$ cat src/rtl/hold_grip_scanner.sv
`default_nettype none
// ============================================================================
// Module      : hold_grip_scanner
// Description : Per-frame grip detector. Keeps a table of world-space hold
//               positions and, on each frame_start_i, walks every entry
//               through a two-stage distance pipeline against both user hands
//               (translated from screen to world space). The lowest-index
//               valid hold strictly inside RADIUS_SQ is reported per hand.
// Revision    : 1.0 - initial release
// ----------------------------------------------------------------------------
// Ports
//   vclock, reset            clock and synchronous active-high reset
//   frame_start_i            one-cycle scan request (ignored while busy)
//   screenx_i/screeny_i      signed world position of the screen origin
//   hand{1,2}{x,y}_i         unsigned hand screen coordinates
//   grab{1,2}_i              hand closed flags
//   wr_*_i                   hold table write port (any state)
//   busy_o                   scan in progress (through the done cycle)
//   done_o                   one-cycle scan-complete pulse
//   hand{1,2}_held_o/_idx_o  grip result, idx is 0 when not held
// ============================================================================
module hold_grip_scanner #(
    parameter int NUM_HOLDS = 16,
    parameter int RADIUS_SQ = 150
) (
    input  logic               vclock,
    input  logic               reset,
    input  logic               frame_start_i,
    input  logic signed [11:0] screenx_i,
    input  logic signed [12:0] screeny_i,
    input  logic        [10:0] hand1x_i,
    input  logic        [9:0]  hand1y_i,
    input  logic        [10:0] hand2x_i,
    input  logic        [9:0]  hand2y_i,
    input  logic               grab1_i,
    input  logic               grab2_i,
    input  logic               wr_en_i,
    input  logic        [3:0]  wr_idx_i,
    input  logic signed [11:0] wr_x_i,
    input  logic signed [12:0] wr_y_i,
    input  logic               wr_valid_i,
    output logic               busy_o,
    output logic               done_o,
    output logic               hand1_held_o,
    output logic        [3:0]  hand1_idx_o,
    output logic               hand2_held_o,
    output logic        [3:0]  hand2_idx_o
);

    localparam logic [3:0]  LAST_IDX    = 4'(NUM_HOLDS - 1);
    localparam logic [30:0] RADIUS_SQ_W = 31'(RADIUS_SQ);

    typedef enum logic [1:0] {
        S_IDLE  = 2'd0,
        S_SCAN  = 2'd1,
        S_FLUSH = 2'd2,
        S_DONE  = 2'd3
    } state_t;

    // Squared distance; products are formed at 30 bits so the sign extension
    // is explicit and the sum can never overflow the 31-bit result.
    function automatic logic [30:0] dist_sq(input logic signed [14:0] dx,
                                            input logic signed [14:0] dy);
        logic signed [29:0] ex;
        logic signed [29:0] ey;
        logic signed [29:0] sx;
        logic signed [29:0] sy;
        ex = {{15{dx[14]}}, dx};
        ey = {{15{dy[14]}}, dy};
        sx = ex * ex;
        sy = ey * ey;
        return {1'b0, sx} + {1'b0, sy};
    endfunction

    // ------------------------------------------------------------------
    // Hold table. The array is always 16 deep so the 4-bit index is exact;
    // entries at or beyond NUM_HOLDS are never written nor scanned.
    // ------------------------------------------------------------------
    logic signed [11:0] hold_x_q [16];
    logic signed [12:0] hold_y_q [16];
    logic        [15:0] hold_v_q;
    logic               wr_ok;

    assign wr_ok = wr_en_i && (int'(wr_idx_i) < NUM_HOLDS);

    // Positions carry no reset; validity lives in hold_v_q.
    always_ff @(posedge vclock) begin
        if (wr_ok) begin
            hold_x_q[wr_idx_i] <= wr_x_i;
            hold_y_q[wr_idx_i] <= wr_y_i;
        end
    end

    // ------------------------------------------------------------------
    // State and pipeline registers
    // ------------------------------------------------------------------
    state_t             state_q;
    logic        [3:0]  scan_idx_q;
    logic               busy_q;
    logic               done_q;
    logic signed [13:0] w1x_q, w1y_q, w2x_q, w2y_q;
    logic               grab1_q, grab2_q;

    // Stage A: differences for the entry read last cycle
    logic               a_vld_q;
    logic               a_valid_q;
    logic        [3:0]  a_idx_q;
    logic signed [14:0] a_dx1_q, a_dy1_q, a_dx2_q, a_dy2_q;

    // Stage B: qualified hit per hand
    logic               b_hit1_q, b_hit2_q;
    logic        [3:0]  b_idx_q;

    // Working match registers and their next state
    logic               m1_held_q, m2_held_q;
    logic        [3:0]  m1_idx_q, m2_idx_q;
    logic               m1_held_d, m2_held_d;
    logic        [3:0]  m1_idx_d, m2_idx_d;

    // Registered outputs
    logic               hand1_held_q, hand2_held_q;
    logic        [3:0]  hand1_idx_q, hand2_idx_q;

    // World hand coordinates: signed origin plus zero-extended screen offset
    logic signed [13:0] w1x_d, w1y_d, w2x_d, w2y_d;
    assign w1x_d = {{2{screenx_i[11]}}, screenx_i} + {3'b000, hand1x_i};
    assign w1y_d = {screeny_i[12], screeny_i} + {4'b0000, hand1y_i};
    assign w2x_d = {{2{screenx_i[11]}}, screenx_i} + {3'b000, hand2x_i};
    assign w2y_d = {screeny_i[12], screeny_i} + {4'b0000, hand2y_i};

    // Entry under scan; a same-cycle write lands after this read
    logic signed [11:0] cur_x;
    logic signed [12:0] cur_y;
    logic               cur_v;
    assign cur_x = hold_x_q[scan_idx_q];
    assign cur_y = hold_y_q[scan_idx_q];
    assign cur_v = hold_v_q[scan_idx_q];

    logic signed [14:0] dx1_d, dy1_d, dx2_d, dy2_d;
    assign dx1_d = {{3{cur_x[11]}}, cur_x} - {w1x_q[13], w1x_q};
    assign dy1_d = {{2{cur_y[12]}}, cur_y} - {w1y_q[13], w1y_q};
    assign dx2_d = {{3{cur_x[11]}}, cur_x} - {w2x_q[13], w2x_q};
    assign dy2_d = {{2{cur_y[12]}}, cur_y} - {w2y_q[13], w2y_q};

    logic hit1_d, hit2_d;
    assign hit1_d = a_vld_q && a_valid_q && grab1_q &&
                    (dist_sq(a_dx1_q, a_dy1_q) < RADIUS_SQ_W);
    assign hit2_d = a_vld_q && a_valid_q && grab2_q &&
                    (dist_sq(a_dx2_q, a_dy2_q) < RADIUS_SQ_W);

    // First match wins: once a hand is held, later hits are discarded
    always_comb begin
        m1_held_d = m1_held_q;
        m1_idx_d  = m1_idx_q;
        m2_held_d = m2_held_q;
        m2_idx_d  = m2_idx_q;
        if (b_hit1_q && !m1_held_q) begin
            m1_held_d = 1'b1;
            m1_idx_d  = b_idx_q;
        end
        if (b_hit2_q && !m2_held_q) begin
            m2_held_d = 1'b1;
            m2_idx_d  = b_idx_q;
        end
    end

    // The DONE state loads the registered outputs, so done_o/busy_o trail
    // the state register by one cycle; the IDLE cycle that carries done_o
    // still has busy_q set and therefore refuses a new frame_start_i.
    always_ff @(posedge vclock) begin
        if (reset) begin
            state_q      <= S_IDLE;
            scan_idx_q   <= 4'd0;
            busy_q       <= 1'b0;
            done_q       <= 1'b0;
            hold_v_q     <= '0;
            w1x_q        <= '0;
            w1y_q        <= '0;
            w2x_q        <= '0;
            w2y_q        <= '0;
            grab1_q      <= 1'b0;
            grab2_q      <= 1'b0;
            a_vld_q      <= 1'b0;
            a_valid_q    <= 1'b0;
            a_idx_q      <= 4'd0;
            a_dx1_q      <= '0;
            a_dy1_q      <= '0;
            a_dx2_q      <= '0;
            a_dy2_q      <= '0;
            b_hit1_q     <= 1'b0;
            b_hit2_q     <= 1'b0;
            b_idx_q      <= 4'd0;
            m1_held_q    <= 1'b0;
            m1_idx_q     <= 4'd0;
            m2_held_q    <= 1'b0;
            m2_idx_q     <= 4'd0;
            hand1_held_q <= 1'b0;
            hand1_idx_q  <= 4'd0;
            hand2_held_q <= 1'b0;
            hand2_idx_q  <= 4'd0;
        end else begin
            if (wr_ok) begin
                hold_v_q[wr_idx_i] <= wr_valid_i;
            end

            a_vld_q   <= 1'b0;
            b_hit1_q  <= hit1_d;
            b_hit2_q  <= hit2_d;
            b_idx_q   <= a_idx_q;
            m1_held_q <= m1_held_d;
            m1_idx_q  <= m1_idx_d;
            m2_held_q <= m2_held_d;
            m2_idx_q  <= m2_idx_d;
            done_q    <= 1'b0;

            case (state_q)
                S_IDLE: begin
                    if (busy_q) begin
                        busy_q <= 1'b0;
                    end else if (frame_start_i) begin
                        w1x_q      <= w1x_d;
                        w1y_q      <= w1y_d;
                        w2x_q      <= w2x_d;
                        w2y_q      <= w2y_d;
                        grab1_q    <= grab1_i;
                        grab2_q    <= grab2_i;
                        m1_held_q  <= 1'b0;
                        m1_idx_q   <= 4'd0;
                        m2_held_q  <= 1'b0;
                        m2_idx_q   <= 4'd0;
                        scan_idx_q <= 4'd0;
                        busy_q     <= 1'b1;
                        state_q    <= S_SCAN;
                    end
                end
                S_SCAN: begin
                    a_vld_q   <= 1'b1;
                    a_valid_q <= cur_v;
                    a_idx_q   <= scan_idx_q;
                    a_dx1_q   <= dx1_d;
                    a_dy1_q   <= dy1_d;
                    a_dx2_q   <= dx2_d;
                    a_dy2_q   <= dy2_d;
                    if (scan_idx_q == LAST_IDX) begin
                        state_q <= S_FLUSH;
                    end else begin
                        scan_idx_q <= scan_idx_q + 4'd1;
                    end
                end
                S_FLUSH: begin
                    state_q <= S_DONE;
                end
                S_DONE: begin
                    hand1_held_q <= m1_held_d;
                    hand1_idx_q  <= m1_held_d ? m1_idx_d : 4'd0;
                    hand2_held_q <= m2_held_d;
                    hand2_idx_q  <= m2_held_d ? m2_idx_d : 4'd0;
                    done_q       <= 1'b1;
                    state_q      <= S_IDLE;
                end
                default: begin
                    state_q <= S_IDLE;
                end
            endcase
        end
    end

    assign busy_o       = busy_q;
    assign done_o       = done_q;
    assign hand1_held_o = hand1_held_q;
    assign hand1_idx_o  = hand1_idx_q;
    assign hand2_held_o = hand2_held_q;
    assign hand2_idx_o  = hand2_idx_q;

endmodule
`default_nettype wire

$ cat config.mk
export PLATFORM = sky130hd
export DESIGN_NAME = hold_grip_scanner
export DESIGN_NICKNAME = d
export VERILOG_FILES = /design/src/rtl/hold_grip_scanner.sv
export SDC_FILE = /design/constraint.sdc
export NUM_CORES = 2
export LEC_CHECK = 0
export ABC_AREA = 1
export CAP_MARGIN = 20
export CORE_ASPECT_RATIO = 1.75
export CORE_MARGIN = 3
export CORE_UTILIZATION = 55
export CTS_CLUSTER_DIAMETER = 80
export CTS_CLUSTER_SIZE = 24
export DETAILED_ROUTE_END_ITERATION = 10
export PLACE_DENSITY = 0.72
export SYNTH_ARGS = -nofsm -noshare
export SYNTH_HDL_FRONTEND = slang
export SYNTH_SLANG_ARGS = --single-unit
$ cat constraint.sdc
create_clock -name vclock -period 13.67 [get_ports vclock]
set_input_delay 2.0505 -clock vclock [delete_from_list [all_inputs] [get_ports vclock]]
set_output_delay 2.0505 -clock vclock [all_outputs]
set_load 0.02 [all_outputs]
==> summary.txt <==
Outcome: completed
Max Clock Skew: 0.0440 ns
Number of buffer and inverter stages on the critical path: 4
FF+latch count, synth: 574
Sum of met3 wire segment lengths after detailed routing: 8880 um
Crit share post-route: 60.9%
Count of cells resized by post-cts repair: 0
Maximum number of pins on one net before global-route repair: 82
Total global-route track usage: 27.5%
Layout net count: 8156
Wire length of the first global-routing pass: 246000 um
Final critical delay including setup and external delays: 8.32 ns
Finish-stage setup viols: 0
Net count of the mapped netlist: 8165
RSZ-0062 raised after global routing: no
Longest Clk Path Bufs: 3
Vias in the first global route: 47700
Share of post-route cells with drive strength above 1: 2.35%
H-Tree Depth: 2
Filler Cell Count: 9476
Core box area: 0.108 sq mm
Clock buffer count from CTS: 35
EDFF count, synth: 400
Horizontal extent of the die: 256 um
Global placement routability congestion: 0.959
Clock tree root driver cell: sky130_fd_sc_hd__clkbuf_16
Top post-synthesis cells by area: sky130_fd_sc_hd__fa_1 (26%), sky130_fd_sc_hd__edfxtp_1 (20%), sky130_fd_sc_hd__inv_1 (11%), sky130_fd_sc_hd__ha_1 (10%), sky130_fd_sc_hd__nand2_1 (6.3%)
Type of the setup path with the least slack: flip-flop to flip-flop
Cell mode on critical path: sky130_fd_sc_hd__fa_1
CTS tree: yes
Depth of the worst register-to-register path: 31
Proportion of synthesized chip area in sequential cells: 25.8%
Number of setup buffers added after CTS: 0
Drt first-iter violations: 2696
Detailed-router iteration count before antenna repair: 6
Worst R2R Setup Slack: 5.35 ns
Rows: 159
Required time reported for the critical path endpoint: 14.14 ns
Post-route DRC violation count: 0
Met1 wire length: 54700 um
Synth Warn #: 0
Hold-critical path depth: 2
Family with the most delay on the worst path: adder cells
Area Growth Syn to Fin: 6.37%
Number of unique standard cell types used by synthesis: 56
Arrival time at the worst endpoint: 8.79 ns
Netlist area before placement: 0.0601 sq mm
Initial core utilization: 55.8%
Cell with the largest stage delay on the worst path: sky130_fd_sc_hd__dfxtp_1
Startpoint of the worst hold path: a_idx_q[0]$_SDFFE_PP0P_
Post-CTS Hold Fix Bufs: 0
Fraction of registers with async set or reset after synthesis: 0%
Commonest non-fill, non-tap cells in the layout: sky130_fd_sc_hd__inv_1 (1727), sky130_fd_sc_hd__nand2_1 (1011), sky130_fd_sc_hd__fa_1 (786)
Critical Path Sink Type: flip-flop
Final-report hold violation count: 0
Commonest non-fill, non-tap cell in the layout: sky130_fd_sc_hd__inv_1
Clock insertion delay at the later pin of the skew report: 0.61 ns
Reg-to-Reg Start: a_dy2_q[14]$_SDFFE_PP0P_
Final routed wirelength across all metal layers: 154000 um
Count of input and output buffers: 114
Reg-to-reg endpoint: b_hit2_q$_SDFF_PP0_
Synth Flop Type: sky130_fd_sc_hd__edfxtp_1
Post-detailed-placement half-perimeter wirelength: 122000 um
Detailed-route wire length per cell: 18.6 um
Highest routing layer actually used: met5
Clk sinks: 574
Post-detailed-route via-to-cell ratio: 5.41
Die Y-Extent: 443 um
Number of pins with negative max-slew slack in the final report: 0
Transition time of the tightest slew-check pin: 1.04 ns
Boundary pin count: 115
Cell type with the highest aggregate area in the netlist: sky130_fd_sc_hd__fa_1
Worst min-delay path endpoint: b_idx_q[0]$_SDFF_PP0_
Die outline area: 0.113 sq mm
Slowest cell delay on critical path: 0.84 ns
Clock-pin slew on the worst setup and hold paths: 0.09 ns
ANT nets after route: 0
Via count: 44700
Total negative slack for setup checks: 0 ns
Worst relative slew slack: 30.2%
Aggregate global routing overflow: 0
Met2 wirelength from detailed routing: 81600 um
Fraction of synthesized cell area taken by the top area cell type: 26.2%
MaxCap Viol Count: 0
Antenna violations before repair: 21
Crit-path max FO: 21
Startpoint class of the critical path: flip-flop
Min-delay worst type: flip-flop to flip-flop
Fmax achieved: 120 MHz
Synthesized area per cell: 8.86 sq um
Post-synthesis cell count: 6783
[state kept, by name (all words and copies together) (netlist names), 2 cells and up, named ones only]
register	cells
a_dx1_q	14
a_dx2_q	14
a_dy1_q	15
a_dy2_q	15
a_idx_q	4
b_idx_q	4
hand1_idx_o	4
hand2_idx_o	4
hold_v_q	16
hold_x_q	192
hold_y_q	208
m1_idx_q	4
m2_idx_q	4
scan_idx_q	4
state_q	2
w1x_q	13
w1y_q	14
w2x_q	13
w2y_q	14
[worst reg2reg max path: cells and delay by family (launching register included)]
family / cells / cell delay [ns]
xor gates and xnor gates: 1 / 0.15
AOI/OAI and AO/OA: 4 / 0.66
buffers and inverters: 4 / 0.87
and+or+nand+nor: 14 / 2.06
DFF: 1 / 0.84
adders and majority gates: 8 / 3.60
[how the worst max path moves through the flow]
stage | from | end | slack [ns] | cells after the start
2_1_floorplan | a_dx2_q[13]$_SDFFE_PP0P_ | b_hit2_q$_SDFF_PP0_ | 6.65 | 36
3_3_place_gp | a_dx2_q[1]$_SDFFE_PP0P_ | b_hit2_q$_SDFF_PP0_ | 5.45 | 34
3_5_place_dp | a_dx2_q[1]$_SDFFE_PP0P_ | b_hit2_q$_SDFF_PP0_ | 5.47 | 31
4_1_cts | a_dy2_q[14]$_SDFFE_PP0P_ | b_hit2_q$_SDFF_PP0_ | 5.41 | 31
5_1_grt | a_dy2_q[14]$_SDFFE_PP0P_ | b_hit2_q$_SDFF_PP0_ | 4.83 | 32
6_report | a_dy2_q[14]$_SDFFE_PP0P_ | b_hit2_q$_SDFF_PP0_ | 5.35 | 31
[layer usage]
metal  GRT usage (%)  vias up
met3            4.24      455
li1                -    21100
met1            29.5    21900
met2            52.0     1249
met4            13.5       10
met5               0        -
[synthesized netlist by cell type (4+ instances only)]
master	number
sky130_fd_sc_hd__inv_1	1727
sky130_fd_sc_hd__nand2_1	1012
sky130_fd_sc_hd__fa_1	786
sky130_fd_sc_hd__ha_1	493
sky130_fd_sc_hd__a21oi_1	446
sky130_fd_sc_hd__edfxtp_1	400
sky130_fd_sc_hd__nor2_1	329
sky130_fd_sc_hd__o21ai_0	311
sky130_fd_sc_hd__dfxtp_1	174
sky130_fd_sc_hd__clkbuf_1	168
sky130_fd_sc_hd__nand3_1	147
sky130_fd_sc_hd__xor2_1	135
sky130_fd_sc_hd__o211ai_1	117
sky130_fd_sc_hd__mux2i_1	108
sky130_fd_sc_hd__xnor2_1	83
sky130_fd_sc_hd__nand4_1	40
sky130_fd_sc_hd__o21ai_1	35
sky130_fd_sc_hd__nor3_1	34
sky130_fd_sc_hd__o22ai_1	24
sky130_fd_sc_hd__a31oi_1	21
sky130_fd_sc_hd__inv_2	20
sky130_fd_sc_hd__buf_2	17
sky130_fd_sc_hd__a21o_1	15
sky130_fd_sc_hd__nand3b_1	13
sky130_fd_sc_hd__o21bai_1	13
sky130_fd_sc_hd__buf_1	12
sky130_fd_sc_hd__a2bb2oi_1	8
sky130_fd_sc_hd__nand2_2	8
sky130_fd_sc_hd__nor4_1	8
sky130_fd_sc_hd__o31ai_1	7
sky130_fd_sc_hd__a21oi_2	6
sky130_fd_sc_hd__o21a_1	6
sky130_fd_sc_hd__o221ai_1	5
sky130_fd_sc_hd__a21boi_1	4
sky130_fd_sc_hd__a22o_1	4
sky130_fd_sc_hd__and2_1	4
sky130_fd_sc_hd__clkinv_1	4
sky130_fd_sc_hd__or2_1	4
sky130_fd_sc_hd__or2_2	4
[stage by stage]
step | hold slack (ns) | worst slack (ns) | cells | instance area [sq um] | utilization [%]
after floorplan | 0.400 | 6.65 | 6783 | 60100 | -
after global placement | 0.407 | 5.45 | 8185 | 62700 | 58.2
after detailed placement | 0.411 | 5.47 | 8185 | 62700 | 58.2
after CTS | 0.425 | 5.41 | 8248 | 63900 | 59.3
after global routing | 0.463 | 4.83 | 8250 | 63900 | 59.3
final | 0.424 | 5.35 | 8262 | 64000 | 59.3
[logic make-up (layout without fill, tap and decap cells)]
kind of cell | count (synthesis) | count (layout) | synth area share (%)
other | 0 | 13 | 0
DFF | 574 | 574 | 25.8
adders and majority gates | 1279 | 1279 | 36.4
xor gates and xnor gates | 218 | 218 | 3.18
and+or+nand+nor | 1612 | 1612 | 10.9
buffers and inverters | 1949 | 1966 | 12.2
AOI/OAI and AO/OA | 1043 | 1043 | 9.75
muxes | 108 | 108 | 1.80
[layout make-up]
cell class	instances	area [sq um]	area share [%]
multi-input cells	4260	37400	58.5
clock inverters	12	239	0.374
inverters	1751	6570	10.3
well taps	1449	1810	2.84
repair buffers	152	1440	2.25
flip-flops and latches	574	15500	24.2
clock buffers	51	946	1.48
diodes	13	32.5	0.0509
Power is left out: the tool's default activity adds up to more than one toggle a clock period on the data nets, which glitch-free logic cannot reach.
